**src/rtl/rx_seq_pkg.sv**
```systemverilog
// Shared definitions for the UART receive-to-display sequencer:
// state encoding, default timing constants and the error display pattern.
package rx_seq_pkg;

  localparam logic [2:0] ST_IDLE    = 3'd0;
  localparam logic [2:0] ST_WAIT_HI = 3'd1;
  localparam logic [2:0] ST_WAIT_LO = 3'd2;
  localparam logic [2:0] ST_ERR     = 3'd3;
  localparam logic [2:0] ST_HOLD    = 3'd4;

  typedef enum logic [2:0] {
    IDLE    = ST_IDLE,
    WAIT_HI = ST_WAIT_HI,
    WAIT_LO = ST_WAIT_LO,
    ERR     = ST_ERR,
    HOLD    = ST_HOLD
  } state_t;

  localparam int          GAP_CYCLES_DEF  = 50_000;
  localparam int          HOLD_CYCLES_DEF = 10_000;
  localparam int          CNT_W_DEF       = 17;
  localparam logic [15:0] ERR_WORD_DEF    = 16'hEEEE;

  // Bad-frame counter sticks at all-ones instead of wrapping.
  function automatic logic [7:0] sat_inc8(input logic [7:0] v);
    return (v == 8'hFF) ? v : v + 8'd1;
  endfunction

endpackage

```
**src/rtl/rx_event_detect.sv**
```systemverilog
// Rising-edge detector on the receiver status lines: a held level yields a
// single event, classified good or bad by the error flags in that cycle.
module rx_event_detect (
  input  logic clk,
  input  logic reset,
  input  logic valid,
  input  logic perror,
  input  logic ferror,
  output logic good_evt,
  output logic bad_evt
);

  logic line, line_q, evt, err;

  assign line = valid | perror | ferror;
  assign err  = perror | ferror;

  always_ff @(posedge clk or negedge reset) begin
    if (!reset) line_q <= 1'b0;
    else        line_q <= line;
  end

  assign evt      = line & ~line_q;
  assign bad_evt  = evt & err;
  assign good_evt = evt & ~err;

endmodule

```
**src/rtl/rx_display_sequencer.sv**
```systemverilog
// Gates the UART receiver, pairs hi/lo bytes into a 16-bit display word,
// aborts on inter-byte gaps and mutes the receiver for a flush window after errors.
module rx_display_sequencer
  import rx_seq_pkg::*;
#(
  parameter int          GAP_CYCLES  = GAP_CYCLES_DEF,
  parameter int          HOLD_CYCLES = HOLD_CYCLES_DEF,
  parameter logic [15:0] ERR_WORD    = ERR_WORD_DEF,
  parameter int          CNT_W       = CNT_W_DEF
) (
  input  logic        clk,
  input  logic        reset,
  input  logic        enable,
  input  logic [7:0]  Rx_DATA,
  input  logic        Rx_VALID,
  input  logic        Rx_PERROR,
  input  logic        Rx_FERROR,
  output logic        Rx_EN,
  output logic [15:0] display_word,
  output logic        frame_done,
  output logic        timeout,
  output logic [7:0]  err_count
);

  localparam logic [CNT_W-1:0] GAP_LAST  = CNT_W'(GAP_CYCLES - 1);
  localparam logic [CNT_W-1:0] HOLD_LAST = CNT_W'(HOLD_CYCLES - 1);

  state_t           state;
  logic [7:0]       hi;
  logic [CNT_W-1:0] cnt;
  logic             good_evt, bad_evt;

  rx_event_detect u_evt (
    .clk      (clk),
    .reset    (reset),
    .valid    (Rx_VALID),
    .perror   (Rx_PERROR),
    .ferror   (Rx_FERROR),
    .good_evt (good_evt),
    .bad_evt  (bad_evt)
  );

  always_ff @(posedge clk or negedge reset) begin
    if (!reset) begin
      state        <= IDLE;
      Rx_EN        <= 1'b0;
      display_word <= 16'h0000;
      frame_done   <= 1'b0;
      timeout      <= 1'b0;
      err_count    <= 8'h00;
      hi           <= 8'h00;
      cnt          <= '0;
    end else begin
      frame_done <= 1'b0;
      timeout    <= 1'b0;
      case (state)
        IDLE: begin
          Rx_EN <= 1'b0;
          if (enable) begin
            state <= WAIT_HI;
            Rx_EN <= 1'b1;
          end
        end
        WAIT_HI: begin
          if (!enable) begin
            state <= IDLE;
            Rx_EN <= 1'b0;
          end else if (bad_evt) begin
            state <= ERR;
          end else if (good_evt) begin
            hi    <= Rx_DATA;
            cnt   <= '0;
            state <= WAIT_LO;
          end
        end
        WAIT_LO: begin
          cnt <= cnt + 1'b1;
          // An event in the final gap cycle still wins over the timeout.
          if (!enable) begin
            state <= IDLE;
            Rx_EN <= 1'b0;
            hi    <= 8'h00;
          end else if (bad_evt) begin
            state <= ERR;
          end else if (good_evt) begin
            display_word <= {hi, Rx_DATA};
            frame_done   <= 1'b1;
            state        <= WAIT_HI;
          end else if (cnt == GAP_LAST) begin
            timeout <= 1'b1;
            hi      <= 8'h00;
            state   <= WAIT_HI;
          end
        end
        ERR: begin
          display_word <= ERR_WORD;
          err_count    <= sat_inc8(err_count);
          hi           <= 8'h00;
          cnt          <= '0;
          Rx_EN        <= 1'b0;
          state        <= HOLD;
        end
        HOLD: begin
          // The flush window always runs to completion; enable only picks the exit.
          cnt <= cnt + 1'b1;
          if (cnt == HOLD_LAST) begin
            state <= enable ? WAIT_HI : IDLE;
            Rx_EN <= enable;
          end
        end
        default: begin
          state <= IDLE;
          Rx_EN <= 1'b0;
        end
      endcase
    end
  end

endmodule

```
**config.mk**
```make
export PLATFORM = sky130hd
export DESIGN_NAME = rx_display_sequencer
export DESIGN_NICKNAME = d
export VERILOG_FILES = /design/src/rtl/rx_seq_pkg.sv /design/src/rtl/rx_event_detect.sv /design/src/rtl/rx_display_sequencer.sv
export SDC_FILE = /design/constraint.sdc
export NUM_CORES = 1
export LEC_CHECK = 0
export CAP_MARGIN = 30
export CORE_MARGIN = 2
export CORE_UTILIZATION = 54
export DETAILED_ROUTE_END_ITERATION = 10
export MAX_ROUTING_LAYER = met4
export PLACE_DENSITY = 0.8
export SLEW_MARGIN = 40
export SYNTH_ARGS = -nofsm -noshare
export SYNTH_HDL_FRONTEND = slang
export SYNTH_SLANG_ARGS = --single-unit
```
**constraint.sdc**
```tcl
create_clock -name clk -period 2.2 [get_ports clk]
set_input_delay 0.55 -clock clk [delete_from_list [all_inputs] [get_ports clk]]
set_output_delay 0.55 -clock clk [all_outputs]
set_load 0.1 [all_outputs]
```
==> key figures, run 1 <==
Synth
  • Cell count after synthesis: around 270
  • Avg Cell Area, Syn: 10.1 um^2
  • Top FF cell, synth: dfrtp_1
  • Synth top area cells: dfrtp_1, o21ai_0, o211ai_1, or4_1, a21oi_1
  • Post-synthesis cell area: 2770 um^2
  • Leading area contributor after synthesis: dfrtp_1
  • Post-synth cell types: around 50
  • Ys async rst share: 100%
  • Synth Register Bits: 56
  • Synth Warn #: 0
  • Post-synthesis sequential area ratio: 50.6%
  • Post-synth EDFFs: 0
  • Synth Net Count: between 200 and 300
  • Yosys top cell area share: between 50% and 60%

STA
  • Clock period minus worst slack: 2.06 ns
  • Slew Viols, Final: 0
  • Slew HR: between 50 and 60%
  • RSZ-0062 raised after global routing: no
  • Hold Worst Slack: around 0.21 ns
  • Least-Margin Pin Slew: 0.729 ns
  • Crit share post-route: a little over nine tenths
  • Setup WS post-layout: 0.136 ns
  • Final setup viols: 0
  • Fmax: 485 MHz
  • Endpoints failing hold: 0
  • Setup Skew: 0.0139 ns

Critical path
  • Worst Setup Path Type: reg2reg
  • Critical Path, Cell by Cell: or4_1, or4_4, o41a_1, o211ai_1
  • CP Launch Type: flop
  • Crit path largest cell delay: 0.54 ns
  • Bufs and invs on worst path: 0
  • Worst path top cell family by delay: simple AND/OR/NAND/NOR gates
  • Flop2flop setup slack: approximately 0.14 ns
  • Worst path slowest cell: or4_1
  • Worst Path Required: 2.45 ns
  • Worst EP arrival: 2.31 ns
  • Nature of the critical path endpoint: flop
  • Worst-path maximum fanout: 7

Global routing
  • Initial antenna violation count: 0
  • Vias in the first global route: between 2,000 and 2,500
  • All-Layer GR Usage: 25.5%
  • GRT Residual Overflow: 0
  • Largest net degree at the start of global routing: 25
  • First-pass GRT wire length: between 10,000 and 15,000 um

Cells and area
  • Share of cells above drive strength 1: a little under a quarter
  • Fillers: 398
  • FF/Latch Area: 1400 um^2
  • Area grow syn2layout: 26.5%
  • Fin cells: 413
  • ANT cells: 0
  • Final nets: between 300 and 400
  • Multi-input logic area: 1290 um^2

Clock tree
  • Hold buffer count at CTS: 0
  • CTS Root Cell: clkbuf_8
  • Reg clk slew, reported paths: roughly 0.11 ns
  • CTS Buf Count: 5
  • Clock Sinks: between 50 and 60
  • CTS tree: yes
  • Clk Latency, worst-skew pair: 0.32 ns
  • Clock Path Buffers: 2
  • Number of H-tree levels: 2

Route
  • Antenna viol nets, final: 0
  • DRT iter0 DRCs: 147
  • Number of vias per cell: 5.93
  • WL per Instance: 16.4 um
  • Detailed Route WL: 6760 um
  • Vias post-DR: 2,448
  • First drt pass iteration count: 4
  • DRC: 0

Job
  • Max-capacitance violation count: 0

Placement
  • Dpl hpwl: approximately 4800 um
  • Cells after DPL: around 400
  • Routability cong.: between 0.8 and 0.9
  • Pre-CTS WS: -0.504 ns
  • Port bufs: 40

Power
  • Pwr/cell area: 949 nW/um^2
  • Pwr Total: 0.00333 W
  • Lkg Pwr: 1.46 nW
  • Worst VDD drop: 918 uV

Run status
  • Status: finished, final reports clean

Floorplan
  • Num rows: 26
  • Die width: approximately 76 um
  • Die area: between 5000 and 6000 um^2
  • Die H: 75.6 um
  • Core area: 5040 um^2
  • Initial Utilization: 55.0%
  • Io pins: 41

Hold path
  • Worst min path class: in2async
sequential cells by signal (all words and copies together), names as in the netlist:
signal	cells
hi	8
err_count	8
u_evt.line_q	1
display_word	16
frame_done	1
state	3
Rx_EN	1
timeout	1
cnt	17
worst paths after layout:
path	from	endpoint	depth (start not counted)
worst max-delay path	cnt[11]	Rx_EN	4
worst min-delay path	reset	display_word[3]	1
worst max register to register	cnt[11]	Rx_EN	4
worst min register to register	err_count[7]	err_count[7]	1
max in group asynchronous	reset	cnt[5]	2
min in group clk	err_count[7]	err_count[7]	1
metal layers:
metal / track usage [%] / vias up / routed length [um]
met4: 6.82 / 0 / 84
li1: - / 1179 / -
met5: - / - / 0
met1: 35.4 / 1201 / 3170
met3: 3.44 / 8 / 258
met2: 39.7 / 60 / 3240
cell usage in the layout, fill, tap and decap left out, types with 2 or more instances in the layout:
cell and instances:
a21oi_1 15, nor4_1 2, or2_2 2, or3_1 3
nor3b_1 2, ha_1 2, nor2b_1 4, o21a_1 2
dfrtp_2 2, o22a_1 7, nor2_1 10, and3_1 2
nand2_1 17, nand3_1 11, clkbuf_8 5, xnor2_1 2
o21ai_0 20, xor2_1 6, a22oi_1 2, o2bb2ai_1 3
o22ai_1 4, inv_1 15, o311a_4 2, dlygate4sd2_1 3
nor3_1 7, clkdlybuf4s50_1 9, o31ai_1 7, a22o_1 4
inv_6 2, or4_1 10, nand2b_1 4, dfrtp_1 54
nand4_1 4, buf_4 58, a2bb2oi_1 6, and4_1 2
o211ai_1 11, o31a_1 2
cell families after synthesis:
kind of cell               synth area share, %
AOI/OAI and AO/OA                         23.4
and+or+nand+nor                           17.7
DFF                                       50.6
buffers and inverters                     4.06
xor gates and xnor gates                  2.53
muxes                                    0.767
adders and majority gates                0.903
stage by stage:
stage | utilization, % | area [um^2] | TNS [ns]
2_1_floorplan | - | 2770 | 0
4_1_cts | 69.5 | 3500 | 0
5_1_grt | 69.6 | 3510 | 0
6_report | 69.6 | 3510 | 0
3_3_place_gp | 67.1 | 3390 | -6.18
3_5_place_dp | 67.1 | 3390 | -8.09
synthesized netlist by cell type (4+ instances only):
| master | number |
|---|---|
| or4_1 | 11 |
| nand2b_1 | 4 |
| a21oi_1 | 15 |
| o31ai_1 | 7 |
| dfrtp_1 | 56 |
| nor3_1 | 7 |
| o21ai_0 | 20 |
| nand4_1 | 4 |
| nand2_1 | 17 |
| nand3_1 | 11 |
| nor2b_1 | 4 |
| inv_1 | 15 |
| clkbuf_1 | 7 |
| nor2_1 | 10 |
| a2bb2oi_1 | 6 |
| a22o_1 | 4 |
| o22ai_1 | 4 |
| xor2_1 | 6 |
| o22a_1 | 7 |
| o211ai_1 | 11 |
power by group:
part	total, W	internal, W	switching [W]	leakage (nW)
Clock	0.000605	0.000233	0.000372	0.0452
Sequential	0.00139	0.00123	0.000166	0.698
Combinational	0.00133	0.000381	0.000951	0.721
Total	0.00333	0.00184	0.00149	1.46
final cells by class:
type,instances,area share [%]
clock buffers,5,1.96
clock inverters,3,0.714
inverters,15,1.61
multi-input cells,192,36.7
flip-flops and latches,56,40.0
well taps,70,2.50
repair buffers,72,16.4
what timing repair did:
action	in CTS	in global routing
gates resized for setup	5	1
setup endpoints to repair	12	1
buffers inserted	0	0
gates cloned	1	0
pin swaps	6	0
Power figures use the tool's default switching activity.
==> inputs of run 2 (changes only) <==
- CORE_UTILIZATION: 54 -> 58
- PLACE_DENSITY: 0.8 -> 0.85
- SKIP_CTS_REPAIR_TIMING: not set -> 1
- clock period: 2.2 -> 2.46 ns (I/O delays scaled with it)
==> key figures, run 2 (synthesis results as in run 1) <==
Critical path
  • Worst EP arrival: 2.59 ns
  • Crit path largest cell delay: 0.53 ns
  • Nature of the critical path endpoint: flop
  • Critical Path, Cell by Cell: clkdlybuf4s50_1, or3b_4, o311a_4, or4_1, a21oi_1
  • Worst Setup Path Type: in2reg
  • CP Launch Type: input port
  • Bufs and invs on worst path: 1
  • Worst path slowest cell: or4_1
  • Worst path top cell family by delay: simple AND/OR/NAND/NOR gates
  • Worst-path maximum fanout: 22
  • Worst Path Required: 2.69 ns

Cells and area
  • Final nets: 346
  • Commonest non-fill, non-tap cells in the layout: dfrtp_1, buf_4, o21ai_0, nand2_1, inv_1
  • Max reg flops: 17
  • Fin cells: 385
  • Most common cell after layout, fill and taps aside: dfrtp_1
  • Share of cells above drive strength 1: 20.2%
  • Largest regs: cnt: 17 flops, display_word: 16 flops
  • Biggest register: cnt
  • Fillers: 347
  • ANT cells: 0
  • Final instance area: 3380 um^2
  • FF/Latch Area: 1400 um^2
  • Area grow syn2layout: 21.8%
  • Multi-input logic area: 1260 um^2

Route
  • Vias post-DR: approximately 2,400
  • Antenna viol nets, final: 0
  • WL per Instance: 16.4 um
  • First drt pass iteration count: 4
  • DR WL met3: 325 um
  • Wl on met1: 2870 um
  • DRT iter0 DRCs: 208
  • Detailed Route WL: 6320 um
  • Max Used Layer: met4
  • DRC: 0
  • Number of vias per cell: 6.16
  • Metal2 WL: 3060 um

Floorplan
  • Initial Utilization: 59.5%
  • Io pins: 41
  • Core area: 4660 um^2
  • Die area: 5350 um^2
  • Num rows: 25
  • Die H: 73.1 um
  • Die width: 73.1 um

Power
  • Logic pwr share: 38.4%
  • Clock share of power: 17.7%
  • Pwr/cell area: 859 nW/um^2
  • Lkg Pwr: 1.41 nW
  • Worst VDD drop: 638 uV
  • Int Pwr: 0.00160 W
  • Switching Share: about 45%
  • P_sw: 0.00130 W
  • Flop pwr share: between 40% and 50%

Global routing
  • Largest net degree at the start of global routing: 34
  • Vias in the first global route: 2,337
  • GRT Residual Overflow: 0
  • Initial antenna violation count: 0
  • First-pass GRT wire length: 10,900 um
  • All-Layer GR Usage: 26.6%

Clock tree
  • Clk Latency, worst-skew pair: slightly above 0.3 ns
  • Number of H-tree levels: 2
  • Clock Path Buffers: 2
  • Reg clk slew, reported paths: 0.11 ns
  • Clock Sinks: 56
  • CTS tree: yes
  • CTS Root Cell: clkbuf_8
  • CTS Buf Count: 5

STA
  • Clock period minus worst slack: 2.36 ns
  • Endpoints failing hold: 0
  • Least-Margin Pin Slew: 0.669 ns
  • Hold Worst Slack: 0.274 ns
  • Slew HR: 55.2%
  • Final setup viols: 0
  • RSZ-0062 raised after global routing: no
  • Crit share post-route: a little over nine tenths
  • Setup Skew: slightly above 0.01 ns
  • Slew Viols, Final: 0
  • Fmax: ~420 MHz

Placement
  • Routability cong.: 0.814
  • Port bufs: 40
  • Placed Area: 3280 um^2
  • Dpl hpwl: 4540 um
  • Cells after DPL: 377

Run status
  • Status: finished, final reports clean

Job
  • Max-capacitance violation count: 0

Hold path
  • Worst min path class: in2async
run 2: final timing paths:
check / slack (ns) / end / depth (start not counted) / startpoint
max: 0.10 / cnt[13] / 5 / Rx_VALID
min: 0.27 / Rx_EN / 1 / reset
max reg2reg: 0.21 / hi[5] / 4 / cnt[12]
min reg2reg: 0.51 / display_word[2] / 1 / display_word[2]
max in group asynchronous: 1.61 / err_count[5] / 2 / reset
min in group clk: 0.51 / display_word[2] / 1 / display_word[2]
run 2: area by class of cell:
class	instances	share of cell area, %
clock inverter	3	0.667
tap	54	2.00
sequential	56	41.5
clock buffer	5	2.04
inverter	15	1.67
timing repair buffer	61	14.8
multi-input combinational	191	37.4
run 2: per-stage QoR:
stage	power [W]	setup TNS [ns]	util (%)	worst slack, ns
after detailed placement	0.00240	-2.23	70.5	-0.259
after global placement	0.00237	-1.96	70.4	-0.224
after CTS	0.00291	0	72.4	0.0536
after global routing	0.00303	0	72.4	0.0660
after floorplan	0.00210	0	-	0.113
final	0.00290	0	72.4	0.101
run 2: worst reg2reg max path: stages, from the launching register on:
cell      delay [ns]
dfrtp_1         0.44
or4_1           0.50
or4_1           0.57
o21ai_2         0.45
o211ai_1        0.17
run 2: metal layers:
metal / up-vias / track usage, %
met5: - / -
met4: 0 / 7.41
met3: 8 / 3.31
met2: 70 / 40.9
met1: 1145 / 37.3
li1: 1147 / -
run 2: power groups by stage:
stage          sequential [W]  clock (W)  combinational, W
2_1_floorplan         0.00183          0          0.000274
4_1_cts               0.00127   0.000522           0.00112
3_3_place_gp          0.00127          0           0.00110
6_report              0.00127   0.000515           0.00111
5_1_grt               0.00130   0.000561           0.00118
3_5_place_dp          0.00128          0           0.00112
